`src/rtl/tt_mask_idx_elem_seq.sv`:
```
// Receive-side mask/index sequencer: buffers {mask, data} items from the VPU
// mask FSM, returns a credit per popped item, and expands the items into one
// element per cycle for the memory request generator.
module tt_mask_idx_elem_seq #(
    parameter int unsigned VLEN         = 256,
    parameter int unsigned MASK_CREDITS = 2
) (
    input  logic                          i_clk,
    input  logic                          i_reset_n,
    input  logic                          i_start,
    input  logic [$clog2(VLEN+1)-1:0]     i_vl,
    input  logic                          i_is_indexed,
    input  logic                          i_is_masked,
    input  logic                          i_mask_idx_valid,
    input  logic [64:0]                   i_mask_idx_item,
    input  logic                          i_mask_idx_last_idx,
    input  logic                          i_elem_ready,
    output logic                          o_mask_idx_credit,
    output logic                          o_elem_valid,
    output logic                          o_elem_active,
    output logic [63:0]                   o_elem_index,
    output logic                          o_elem_last,
    output logic                          o_busy,
    output logic                          o_err
);

    localparam int unsigned VL_W  = $clog2(VLEN + 1);
    localparam int unsigned CNT_W = $clog2(MASK_CREDITS + 1);
    localparam int unsigned PTR_W = (MASK_CREDITS > 1) ? $clog2(MASK_CREDITS) : 1;
    localparam int unsigned BIT_W = 6;

    typedef struct packed {
        logic        mask;
        logic [63:0] data;
        logic        last_idx;
    } entry_t;

    typedef enum logic {
        ST_IDLE = 1'b0,
        ST_RUN  = 1'b1
    } state_t;

    state_t             state_q, state_d;
    entry_t             fifo_q [MASK_CREDITS];
    logic [PTR_W-1:0]   wr_ptr_q, wr_ptr_d;
    logic [PTR_W-1:0]   rd_ptr_q, rd_ptr_d;
    logic [CNT_W-1:0]   cnt_q, cnt_d;
    logic [VL_W-1:0]    vl_q, vl_d;
    logic [VL_W-1:0]    elem_cnt_q, elem_cnt_d;
    logic [BIT_W-1:0]   bit_ptr_q, bit_ptr_d;
    logic               idx_q, idx_d;
    logic               masked_q, masked_d;
    logic               credit_q, credit_d;
    logic               err_q, err_d;

    entry_t             head;
    entry_t             push_entry;
    logic [VL_W-1:0]    vl_in;
    logic               fifo_empty, fifo_full;
    logic               unmasked_strided;
    logic               elem_valid, accept, elem_last;
    logic               pop, push, overflow, last_err;
    logic               start_go;

    // Next pointer with wrap at the FIFO depth.
    function automatic logic [PTR_W-1:0] ptr_inc(input logic [PTR_W-1:0] p);
        return (p == PTR_W'(MASK_CREDITS - 1)) ? '0 : p + PTR_W'(1);
    endfunction

    // Element presentation, FIFO handshake and error detection.
    always_comb begin
        head             = fifo_q[rd_ptr_q];
        push_entry       = '{mask: i_mask_idx_item[64], data: i_mask_idx_item[63:0],
                             last_idx: i_mask_idx_last_idx};
        vl_in            = (i_vl > VL_W'(VLEN)) ? VL_W'(VLEN) : i_vl;
        fifo_empty       = (cnt_q == '0);
        fifo_full        = (cnt_q == CNT_W'(MASK_CREDITS));
        unmasked_strided = !idx_q && !masked_q;
        elem_valid       = (state_q == ST_RUN) && (unmasked_strided || !fifo_empty);
        accept           = elem_valid && i_elem_ready;
        elem_last        = (elem_cnt_q == (vl_q - VL_W'(1)));
        pop              = accept && !unmasked_strided &&
                           (idx_q || (bit_ptr_q == BIT_W'(63)) || elem_last);
        push             = i_mask_idx_valid && (!fifo_full || pop);
        overflow         = i_mask_idx_valid && fifo_full && !pop;
        last_err         = pop && (head.last_idx != elem_last);
        start_go         = (state_q == ST_IDLE) && i_start && (i_vl != '0);

        o_elem_valid     = elem_valid;
        o_elem_active    = 1'b0;
        o_elem_index     = '0;
        o_elem_last      = elem_valid && elem_last;
        if (elem_valid) begin
            if (idx_q) begin
                o_elem_active = head.mask;
                o_elem_index  = head.data;
            end else begin
                o_elem_active = unmasked_strided ? 1'b1 : head.data[bit_ptr_q];
                o_elem_index  = 64'(elem_cnt_q);
            end
        end
    end

    // FSM next state: a memop runs until its final element is accepted.
    always_comb begin
        state_d = state_q;
        case (state_q)
            ST_IDLE: if (start_go) state_d = ST_RUN;
            ST_RUN:  if (accept && elem_last) state_d = ST_IDLE;
            default: state_d = ST_IDLE;
        endcase
    end

    // Datapath next state: memop latches, counters, FIFO pointers, credit and error.
    always_comb begin
        vl_d       = vl_q;
        idx_d      = idx_q;
        masked_d   = masked_q;
        elem_cnt_d = elem_cnt_q;
        bit_ptr_d  = bit_ptr_q;
        wr_ptr_d   = wr_ptr_q;
        rd_ptr_d   = rd_ptr_q;
        cnt_d      = cnt_q;
        credit_d   = pop;
        err_d      = err_q || overflow || last_err;

        if (start_go) begin
            vl_d       = vl_in;
            idx_d      = i_is_indexed;
            masked_d   = i_is_masked;
            elem_cnt_d = '0;
            bit_ptr_d  = '0;
        end else if (accept) begin
            elem_cnt_d = elem_cnt_q + VL_W'(1);
            bit_ptr_d  = pop ? '0 : bit_ptr_q + BIT_W'(1);
        end

        if (push) wr_ptr_d = ptr_inc(wr_ptr_q);
        if (pop)  rd_ptr_d = ptr_inc(rd_ptr_q);
        if (push && !pop)      cnt_d = cnt_q + CNT_W'(1);
        else if (!push && pop) cnt_d = cnt_q - CNT_W'(1);
    end

    // State and control registers.
    always_ff @(posedge i_clk or negedge i_reset_n) begin
        if (!i_reset_n) begin
            state_q    <= ST_IDLE;
            vl_q       <= '0;
            idx_q      <= 1'b0;
            masked_q   <= 1'b0;
            elem_cnt_q <= '0;
            bit_ptr_q  <= '0;
            wr_ptr_q   <= '0;
            rd_ptr_q   <= '0;
            cnt_q      <= '0;
            credit_q   <= 1'b0;
            err_q      <= 1'b0;
        end else begin
            state_q    <= state_d;
            vl_q       <= vl_d;
            idx_q      <= idx_d;
            masked_q   <= masked_d;
            elem_cnt_q <= elem_cnt_d;
            bit_ptr_q  <= bit_ptr_d;
            wr_ptr_q   <= wr_ptr_d;
            rd_ptr_q   <= rd_ptr_d;
            cnt_q      <= cnt_d;
            credit_q   <= credit_d;
            err_q      <= err_d;
        end
    end

    // FIFO storage; reset flushes it without returning credits.
    always_ff @(posedge i_clk or negedge i_reset_n) begin
        if (!i_reset_n) begin
            for (int i = 0; i < int'(MASK_CREDITS); i++) fifo_q[i] <= '0;
        end else if (push) begin
            fifo_q[wr_ptr_q] <= push_entry;
        end
    end

    assign o_mask_idx_credit = credit_q;
    assign o_busy            = (state_q != ST_IDLE);
    assign o_err             = err_q;

endmodule

```
`config.mk`:
```
export PLATFORM = sky130hd
export DESIGN_NAME = tt_mask_idx_elem_seq
export DESIGN_NICKNAME = d
export VERILOG_FILES = /design/src/rtl/tt_mask_idx_elem_seq.sv
export SDC_FILE = /design/constraint.sdc
export NUM_CORES = 1
export LEC_CHECK = 0
export ABC_AREA = 1
export BUFFER_PORTS_ARGS = -buffer_cell sky130_fd_sc_hd__buf_2
export CAP_MARGIN = 30
export CORE_MARGIN = 2
export CORE_UTILIZATION = 55
export CTS_CLUSTER_SIZE = 16
export DETAILED_ROUTE_END_ITERATION = 8
export PLACE_DENSITY = 0.75
export SLEW_MARGIN = 10
export SYNTH_ARGS = -nofsm -noshare
export SYNTH_HDL_FRONTEND = slang
export SYNTH_SLANG_ARGS = --single-unit
```
`constraint.sdc`:
```
create_clock -name i_clk -period 5.17 [get_ports i_clk]
set_input_delay 0.2585 -clock i_clk [delete_from_list [all_inputs] [get_ports i_clk]]
set_output_delay 0.2585 -clock i_clk [all_outputs]
set_load 0.1 [all_outputs]
```
==> impl.org, run 1 <==
** Drt
- Count of unresolved DRC violations after routing :: 0
- Vias :: 8971
- Wire length per cell after detailed routing :: 16.44 um
- For this block, the initial DRC count from the detailed router was 885.
- Via count normalized by instance count :: 5.621
- Summed over all layers, the routed wires come to 26240 um.
- Post-DRT Antenna Nets :: 0
- Number of search-and-repair iterations in the first detailed-routing pass :: 9

** Final layout
- Fraction of final layout cells sized beyond drive strength 1 :: 0.1657
- Summing all multi-input logic gate instances after layout gives 4237 um2.
- Number of filler cells placed in the layout :: 1490
- The area growth from synthesis to layout is 15.18%.
- The sequential cells in the finished layout cover a total of 4131 um2.
- Ant. Diodes :: 0
- Non-filler instance count after layout :: 1596
- Once layout is complete, the utilization of the core stands at 0.6445.
- For this run, the post-layout net count is 1449.

** Place
- Number of placed instances, taps included :: 1560
- Last weighted congestion value of the routability-driven placer :: 0.8524
- Post-detail-place hpwl :: 16310 um
- In this run the tool buffered the top-level ports with 151 buffer cells.

** Logic synthesis
- sky130_fd_sc_hd__nand2_1 is the most common cell in the netlist.
- After synthesis, the most frequently instantiated cells are sky130_fd_sc_hd__nand2_1 (450), sky130_fd_sc_hd__dfrtp_1 (165), sky130_fd_sc_hd__nand4_1 (134).
- When the netlist entered floorplanning its net count stood at 1357.
- Counting flops and latches in the post-synthesis netlist gives 165.
- Main flop type after synthesis :: sky130_fd_sc_hd__dfrtp_1
- In the synthesized netlist, the number of instances is 1271.
- Cell variety after synth :: 35
- Part of the Yosys area used for sequential elements :: 0.4482
- For this run, asynchronously set or reset flops after synthesis account for 1.000.
- The average instance in the mapped netlist occupies 7.248 um2.
- Main area contributors after synthesis :: sky130_fd_sc_hd__dfrtp_1 (45%), sky130_fd_sc_hd__nand2_1 (18%), sky130_fd_sc_hd__nand4_1 (9.1%)
- Netlist area before placement :: 9213 um2
- Area share of the largest cell type after synthesis :: 0.4482
- In this run, synthesis inferred 0 flip-flops with an integrated enable.
- Yosys warnings :: 0
- sky130_fd_sc_hd__dfrtp_1 takes more of the synthesized area than any other cell.

** Timing
- Slew HR :: 0.3767
- Final count of negative-setup-slack endpoints :: 0
- Summed over all failing endpoints, the final setup total negative slack is 0 ps.
- Number of slew-limit violations in the final report :: 0
- RSZ-0062 raised after global routing :: no
- For the pin with the worst max-slew slack, the measured transition is 935.0 ps.
- Max Freq :: 256.2 MHz
- In the finished design, the share of the clock period the worst path needs comes to 0.7549.
- Shortest period the worst path allows :: 3903 ps
- The final hold violation count is 0.
- Setup clock skew after layout :: 8.157 ps

** Global routing
- For this run the aggregate overflow at the end of global routing stands at 0.
- Global-route usage over all layers :: 0.2999
- Global-route wire length before repair :: 42700 um
- Number of global-route vias before repair :: 8405
- Largest net degree at the start of global routing :: 100
- The initial antenna violation count is 1.

** Critical path
- Walking the worst path, the cells encountered are buf_4, o21ai_0, nand2_1, nand3_1, nand3_1, nand3_1, nand3_1, nand3_1, nand3_1, nand2_1, inv_1, buf_2.
- STA puts the critical path data required time at 4910 ps.
- The worst setup path is captured at a primary output.
- The setup path with the least slack is of type register to primary output.
- Among the stages of the critical path, the cell type that occurs most often is sky130_fd_sc_hd__nand3_1.
- Cell with the largest stage delay on the worst path :: sky130_fd_sc_hd__dfrtp_2
- Together, buffers and inverters on the worst path number 3.
- Delay contributed by the slowest stage of the critical path :: 840 ps
- Data arrives at the worst endpoint at 3640 ps.
- Kind of launch point of the worst setup path :: register
- Top delay family on crit path :: buffers and inverters
- Of all nets on the critical path, the largest fanout is 79.

** Worst hold path
- Hold crit path type :: primary input to register

** Die
- Die width :: 133.4 um
- Die span in y :: 133.4 um
- I/O pins :: 152
- FP Rows :: 47
- For this configuration, the core starts out at a cell density of 0.5595.
- Core Box Area :: 16470 um2
- Die footprint :: 17800 um2

** Clock network
- Number of clock sinks seen by CTS :: 165
- CTS placed an instance of sky130_fd_sc_hd__clkbuf_16 at the clock tree root.
- Maximum clock path buffer count :: 2
- The H-tree was split into 4 levels.
- Post-CTS repair changed the size of 0 cells.
- Number of CTS-inserted buffers :: 17
- Clock latency on the worst-skew pair :: 430 ps
- TritonCTS clock tree :: done
- Clock-pin slew was measured on the worst setup and hold paths at 60 ps.

** Run
- Max capacitance violation total :: 0

** Run status
- Run status :: finished clean
-- worst min-delay path, stage by stage --
cell and delay (ps):
sky130_fd_sc_hd__buf_2 80, sky130_fd_sc_hd__nand2_1 40, sky130_fd_sc_hd__o21ai_0 60
-- stage by stage --
stage               setup WS [ps]  hold slack (ps)  cell area [um2]
floorplan                   772.4           -37.09             9213
global placement             1740            253.4             9869
detailed placement           1742            255.1             9897
CTS                          1287            36.46            10540
global route                997.7            62.40            10610
finish                       1267            37.88            10610
-- per-layer routing --
metal	vias to the layer above	GRT usage	part of all wire
met2	377	0.4794	0.47
met3	59	0.04566	0.068
met5	-	0	0.00027
li1	4357	-	-
met1	4176	0.4204	0.43
met4	2	0.1040	0.023
-- final cells by class --
class,instances,area share
inverters,101,0.03573
clock inverters,11,0.01403
clock buffers,21,0.04528
flip-flops and latches,165,0.3893
multi-input cells,911,0.3992
repair buffers,167,0.09044
well taps,220,0.02594
-- state kept, by name, summed over array words and instances, names as in the netlist, 2 cells and up --
register and count:
bit_ptr_q 6, cnt_q 2, elem_cnt_q 9, fifo_q 132, vl_q 9
-- kinds of logic (layout without fill, tap and decap cells) --
family                   after synthesis  in the layout  synth area share
AND/OR/NAND/NOR                      774            774            0.3744
buffers and inverters                195            300           0.09222
flip-flops                           165            165            0.4482
AO/OA/AOI/OAI                        123            123           0.07008
XOR/XNOR                               9              9          0.008557
adder cells (fa/ha/maj)                4              4          0.005433
multiplexers                           1              1          0.001087
-- worst paths after layout --
check	from	endpoint	slack [ps]	cells past startpoint
min in group asynchronous	i_reset_n	fifo_q[51]	350	2
hold reg to reg	fifo_q[68]	fifo_q[68]	470	2
setup / recovery	rd_ptr_q	o_elem_active	1270	12
setup reg to reg	bit_ptr_q[0]	fifo_q[47]	1700	12
max in group asynchronous	i_reset_n	fifo_q[10]	3630	3
hold / removal	i_is_masked	masked_q	40	3
-- cells in the final DEF, fill, tap and decap left out, types with 6 or more instances in the layout --
cell type / Yosys / routed
sky130_fd_sc_hd__buf_2: 16 / 149
sky130_fd_sc_hd__inv_2: 7 / 8
sky130_fd_sc_hd__nand4_1: 134 / 134
sky130_fd_sc_hd__clkbuf_16: 0 / 17
sky130_fd_sc_hd__nand2_1: 450 / 449
sky130_fd_sc_hd__inv_1: 90 / 89
sky130_fd_sc_hd__o21ai_0: 84 / 84
sky130_fd_sc_hd__a21oi_1: 31 / 31
sky130_fd_sc_hd__nor2_1: 72 / 72
sky130_fd_sc_hd__nand3_1: 95 / 95
sky130_fd_sc_hd__dfrtp_1: 165 / 163
sky130_fd_sc_hd__buf_4: 8 / 12
sky130_fd_sc_hd__xor2_1: 6 / 6
-- repair_timing --
action	in CTS	in global routing
hold buffers	1	0
hold endpoints to repair	53	0
setup buffers	0	0
Power of run 1 is left out: the tool's default activity adds up to more than one toggle a clock period on the data nets, which glitch-free logic cannot reach.
==> inputs of run 2 (changes only) <==
--- a/config.mk
+++ b/config.mk
@@ -5,7 +5,7 @@
 export SDC_FILE = /design/constraint.sdc
 export NUM_CORES = 1
 export LEC_CHECK = 0
-export ABC_AREA = 1
+export ABC_AREA = 0
 export BUFFER_PORTS_ARGS = -buffer_cell sky130_fd_sc_hd__buf_2
 export CAP_MARGIN = 30
 export CORE_MARGIN = 2
==> constraint.sdc (replaced) <==
create_clock -name i_clk -period 3.8 [get_ports i_clk]
set_input_delay 0.19 -clock i_clk [delete_from_list [all_inputs] [get_ports i_clk]]
set_output_delay 0.19 -clock i_clk [all_outputs]
set_load 0.1 [all_outputs]
==> impl.org, run 2 <==
** Die
- The initialized floorplan defines 46 standard-cell rows.
- The core region is 15890 um2.
- Die span in y :: 131.4 um
- The die covers 17260 um2.
- 152 I/O pins were placed.
- Die width :: 131.4 um
- The initial utilization of the core area, before any placement, comes to 0.5616.

** Timing
- For the pin with the worst max-slew slack, the measured transition is 804.8 ps.
- In the finished design, the share of the clock period the worst path needs comes to 0.9675.
- Number of slew-limit violations in the final report :: 0
- Shortest period the worst path allows :: 3677 ps
- Number of endpoints with negative hold slack in the final report :: 0
- Max Freq :: 272.0 MHz
- Setup repair after global routing left no endpoint under its margin.
- Final count of negative-setup-slack endpoints :: 0
- Setup slack closes at 123.4 ps.
- Measured against its own limit, the worst slew margin works out to 0.4578.
- For the final database, setup skew stands at 9.099 ps.

** Clock network
- TritonCTS clock tree :: done
- For the worst-skew pair, the clock arrives at the later sink with an insertion delay of 430 ps.
- Buffers inserted during clock tree synthesis total 17.
- The clock passes through at most 2 buffers.
- Setup bufs post-CTS :: 0
- Clock tree synthesis found a total of 165 sinks.
- Clock slew at reported path FFs :: 60 ps
- Clock tree synthesis selected as its root buffer the cell sky130_fd_sc_hd__clkbuf_16.
- The clock tree synthesis step divided the H-tree into 4 levels.

** Final layout
- Multi-input combinational cell area :: 4574 um2
- Number of filler cells placed in the layout :: 1127
- The register with the most flip-flops in the layout has 132 of them.
- Largest registers ranked by flip-flop count :: fifo_q (132), elem_cnt_q (9), vl_q (9)
- The register with the most flip-flops in the final layout is fifo_q.
- Most common cell after layout, fill and taps aside :: sky130_fd_sc_hd__dfrtp_1
- Fraction of final layout cells sized beyond drive strength 1 :: 0.3814
- NumNets Final :: 996
- Non-filler instance count after layout :: 1139
- The top cell types in the final layout, fill and taps aside, are sky130_fd_sc_hd__dfrtp_1 (163), sky130_fd_sc_hd__buf_2 (149), sky130_fd_sc_hd__mux2_2 (103), sky130_fd_sc_hd__nor2_1 (84), sky130_fd_sc_hd__mux2i_1 (77).
- The number of antenna diodes in the final layout is 0.
- Sequential Area :: 4134 um2
- Area growth from synthesis to final layout :: 24.07%

** Logic synthesis
- Area share of the largest cell type after synthesis :: 0.4628
- The commonest cells after synthesis are sky130_fd_sc_hd__dfrtp_1 (165), sky130_fd_sc_hd__mux2_2 (103), sky130_fd_sc_hd__nor2_1 (84).
- In the post-synthesis netlist, the cell with the most instances is sky130_fd_sc_hd__dfrtp_1.
- After synthesis the cells add up to 8921 um2.
- Main area contributors after synthesis :: sky130_fd_sc_hd__dfrtp_1 (46%), sky130_fd_sc_hd__mux2_2 (13%), sky130_fd_sc_hd__mux2i_1 (8.6%)
- Number of flops mapped to enable cells by yosys :: 0
- Part of the Yosys area used for sequential elements :: 0.4628
- For this run, the number of Yosys warnings is 0.
- Main flop type after synthesis :: sky130_fd_sc_hd__dfrtp_1
- Mean area per synthesized cell :: 12.17 um2
- In this run, synthesis produced a sequential element count of 165.
- Leading area contributor after synthesis :: sky130_fd_sc_hd__dfrtp_1
- Synthesis produced a netlist whose cell count is 733.
- The netlist uses 51 different library cells.
- Fraction of registers with async set or reset after synthesis :: 1.000
- The number of nets in the synthesized netlist is 819.

** Place
- Post-detail-place hpwl :: 14890 um
- Setup Slack @ Placement :: 541.2 ps
- Port buffer count :: 151
- Counting tap cells, the placed design contains a total of 1061 instances.
- Last weighted congestion value of the routability-driven placer :: 0.8859

** Drt
- Vias :: 6679
- Post-DRT Antenna Nets :: 0
- Routed wire length :: 22360 um
- First-iteration detailed-routing DRC count :: 461
- After detailed routing, the number of vias per cell comes to 5.864.
- For this run, design rule violations remaining after detail routing come to 0.
- Total length of routed met3 wires :: 879 um
- After detailed routing, the average wire length per cell comes to 19.63 um.
- The first TritonRoute pass finished after 5 iterations.
- After detailed routing, no signal wire sits above met4.
- In the final routing, the length of wire on met1 measures 9722 um.
- Metal2 WL :: 11220 um

** Critical path
- Kind of launch point of the worst setup path :: register
- Cell with the largest stage delay on the worst path :: sky130_fd_sc_hd__dfrtp_4
- Largest fanout on the critical path :: 16
- The critical path goes through buf_4, mux4_2, mux4_2, mux4_2, nor4_1, a2111oi_2, clkbuf_4.
- The most numerous cell type found on the critical path is sky130_fd_sc_hd__mux4_2.
- On the worst path, the slowest cell contributes a delay of 630 ps.
- STA classifies the critical path endpoint as a primary output.
- Required time at the worst-slack endpoint :: 3610 ps
- Category of the most critical setup path :: register to primary output
- Critical Path AT :: 3490 ps

** Run status
- Run status :: finished clean

** Worst hold path
- Hold crit path type :: primary input to register

** Global routing
- Summed over all layers, the global routing overflow is 0.
- The first global-routing pass estimated 36510 um of wire.
- Largest net degree at the start of global routing :: 112
- Initial antenna violation count :: 0
- Number of global-route vias before repair :: 6882
- In the global route stage, overall resource usage came out at 0.2666.

** Run
- Across the run, the number of max-cap violations was 0.
-- run 2: cell count changes in the layout (fill, tap and decap cells not counted), moves of 27 or more --
cell                            delta
sky130_fd_sc_hd__mux2_2          +103
sky130_fd_sc_hd__inv_1            -76
sky130_fd_sc_hd__nand2_1         -414
sky130_fd_sc_hd__nand4_1         -126
sky130_fd_sc_hd__mux2_1           +29
sky130_fd_sc_hd__mux2i_1          +76
sky130_fd_sc_hd__dlygate4sd3_1    +44
sky130_fd_sc_hd__a21oi_1          -27
sky130_fd_sc_hd__mux4_2           +33
sky130_fd_sc_hd__nand3_1          -85
sky130_fd_sc_hd__o21ai_0          -67
-- run 2: path summary, 6_finish.rpt --
kind,from,end,slack (ps),cells after the start
max in group asynchronous,i_reset_n,fifo_q[2],2440,4
hold / removal,i_mask_idx_item[28],fifo_q[29],20,2
hold reg to reg,o_err,o_err,510,2
setup / recovery,rd_ptr_q,o_elem_active,120,7
min in group asynchronous,i_reset_n,fifo_q[8],170,2
setup reg to reg,vl_q[0],fifo_q[3],470,9
-- run 2: cell families after synthesis --
kind of cell	after synthesis	share of synthesized area
flops	165	0.4628
simple gates	180	0.09439
fa+ha+maj	4	0.005610
mux	242	0.3363
compound gates	58	0.04684
buf+inv	64	0.03436
xor+xnor	20	0.01964
-- run 2: worst max-delay path, delay by kind of cell, from the launching register on --
kind | cells | cell delay (ps)
compound gates | 1 | 80
buf+inv | 2 | 550
flops | 1 | 630
mux | 3 | 1510
simple gates | 1 | 260
-- run 2: through the flow --
| step | area (um2) | TNS, ps | hold slack (ps) | util |
|---|---|---|---|---|
| 6_report | 11070 | 0 | 21.70 | 0.6968 |
| 3_3_place_gp | 9918 | 0 | 384.5 | 0.6244 |
| 5_1_grt | 11070 | 0 | 11.23 | 0.6968 |
| 4_1_cts | 11030 | 0 | 1.051 | 0.6942 |
| 3_5_place_dp | 9938 | 0 | 405.8 | 0.6256 |
| 2_1_floorplan | 8972 | -8432 | -105.6 | - |
-- run 2: routing by layer --
layer	vias up	GRT usage
met5	-	0
li1	3023	-
met4	0	0.09843
met2	201	0.4371
met3	46	0.04360
met1	3409	0.3616
-- run 2: what timing repair did --
action | CTS | global route
hold buffers | 45 | 0
resized for setup | 0 | 5
endpoints found under the setup margin | 0 | 1
hold endpoints to repair | 178 | 0
-- run 2: cell type report --
cell class	instances	area share
Clock buffer	18	0.03877
Inverter	13	0.004409
Multi-Input combinational cell	504	0.4133
Timing Repair Buffer	209	0.1267
Sequential cell	165	0.3735
Clock inverter	14	0.01888
Tap cell	216	0.02442
Power of run 2 is left out for the same reason.
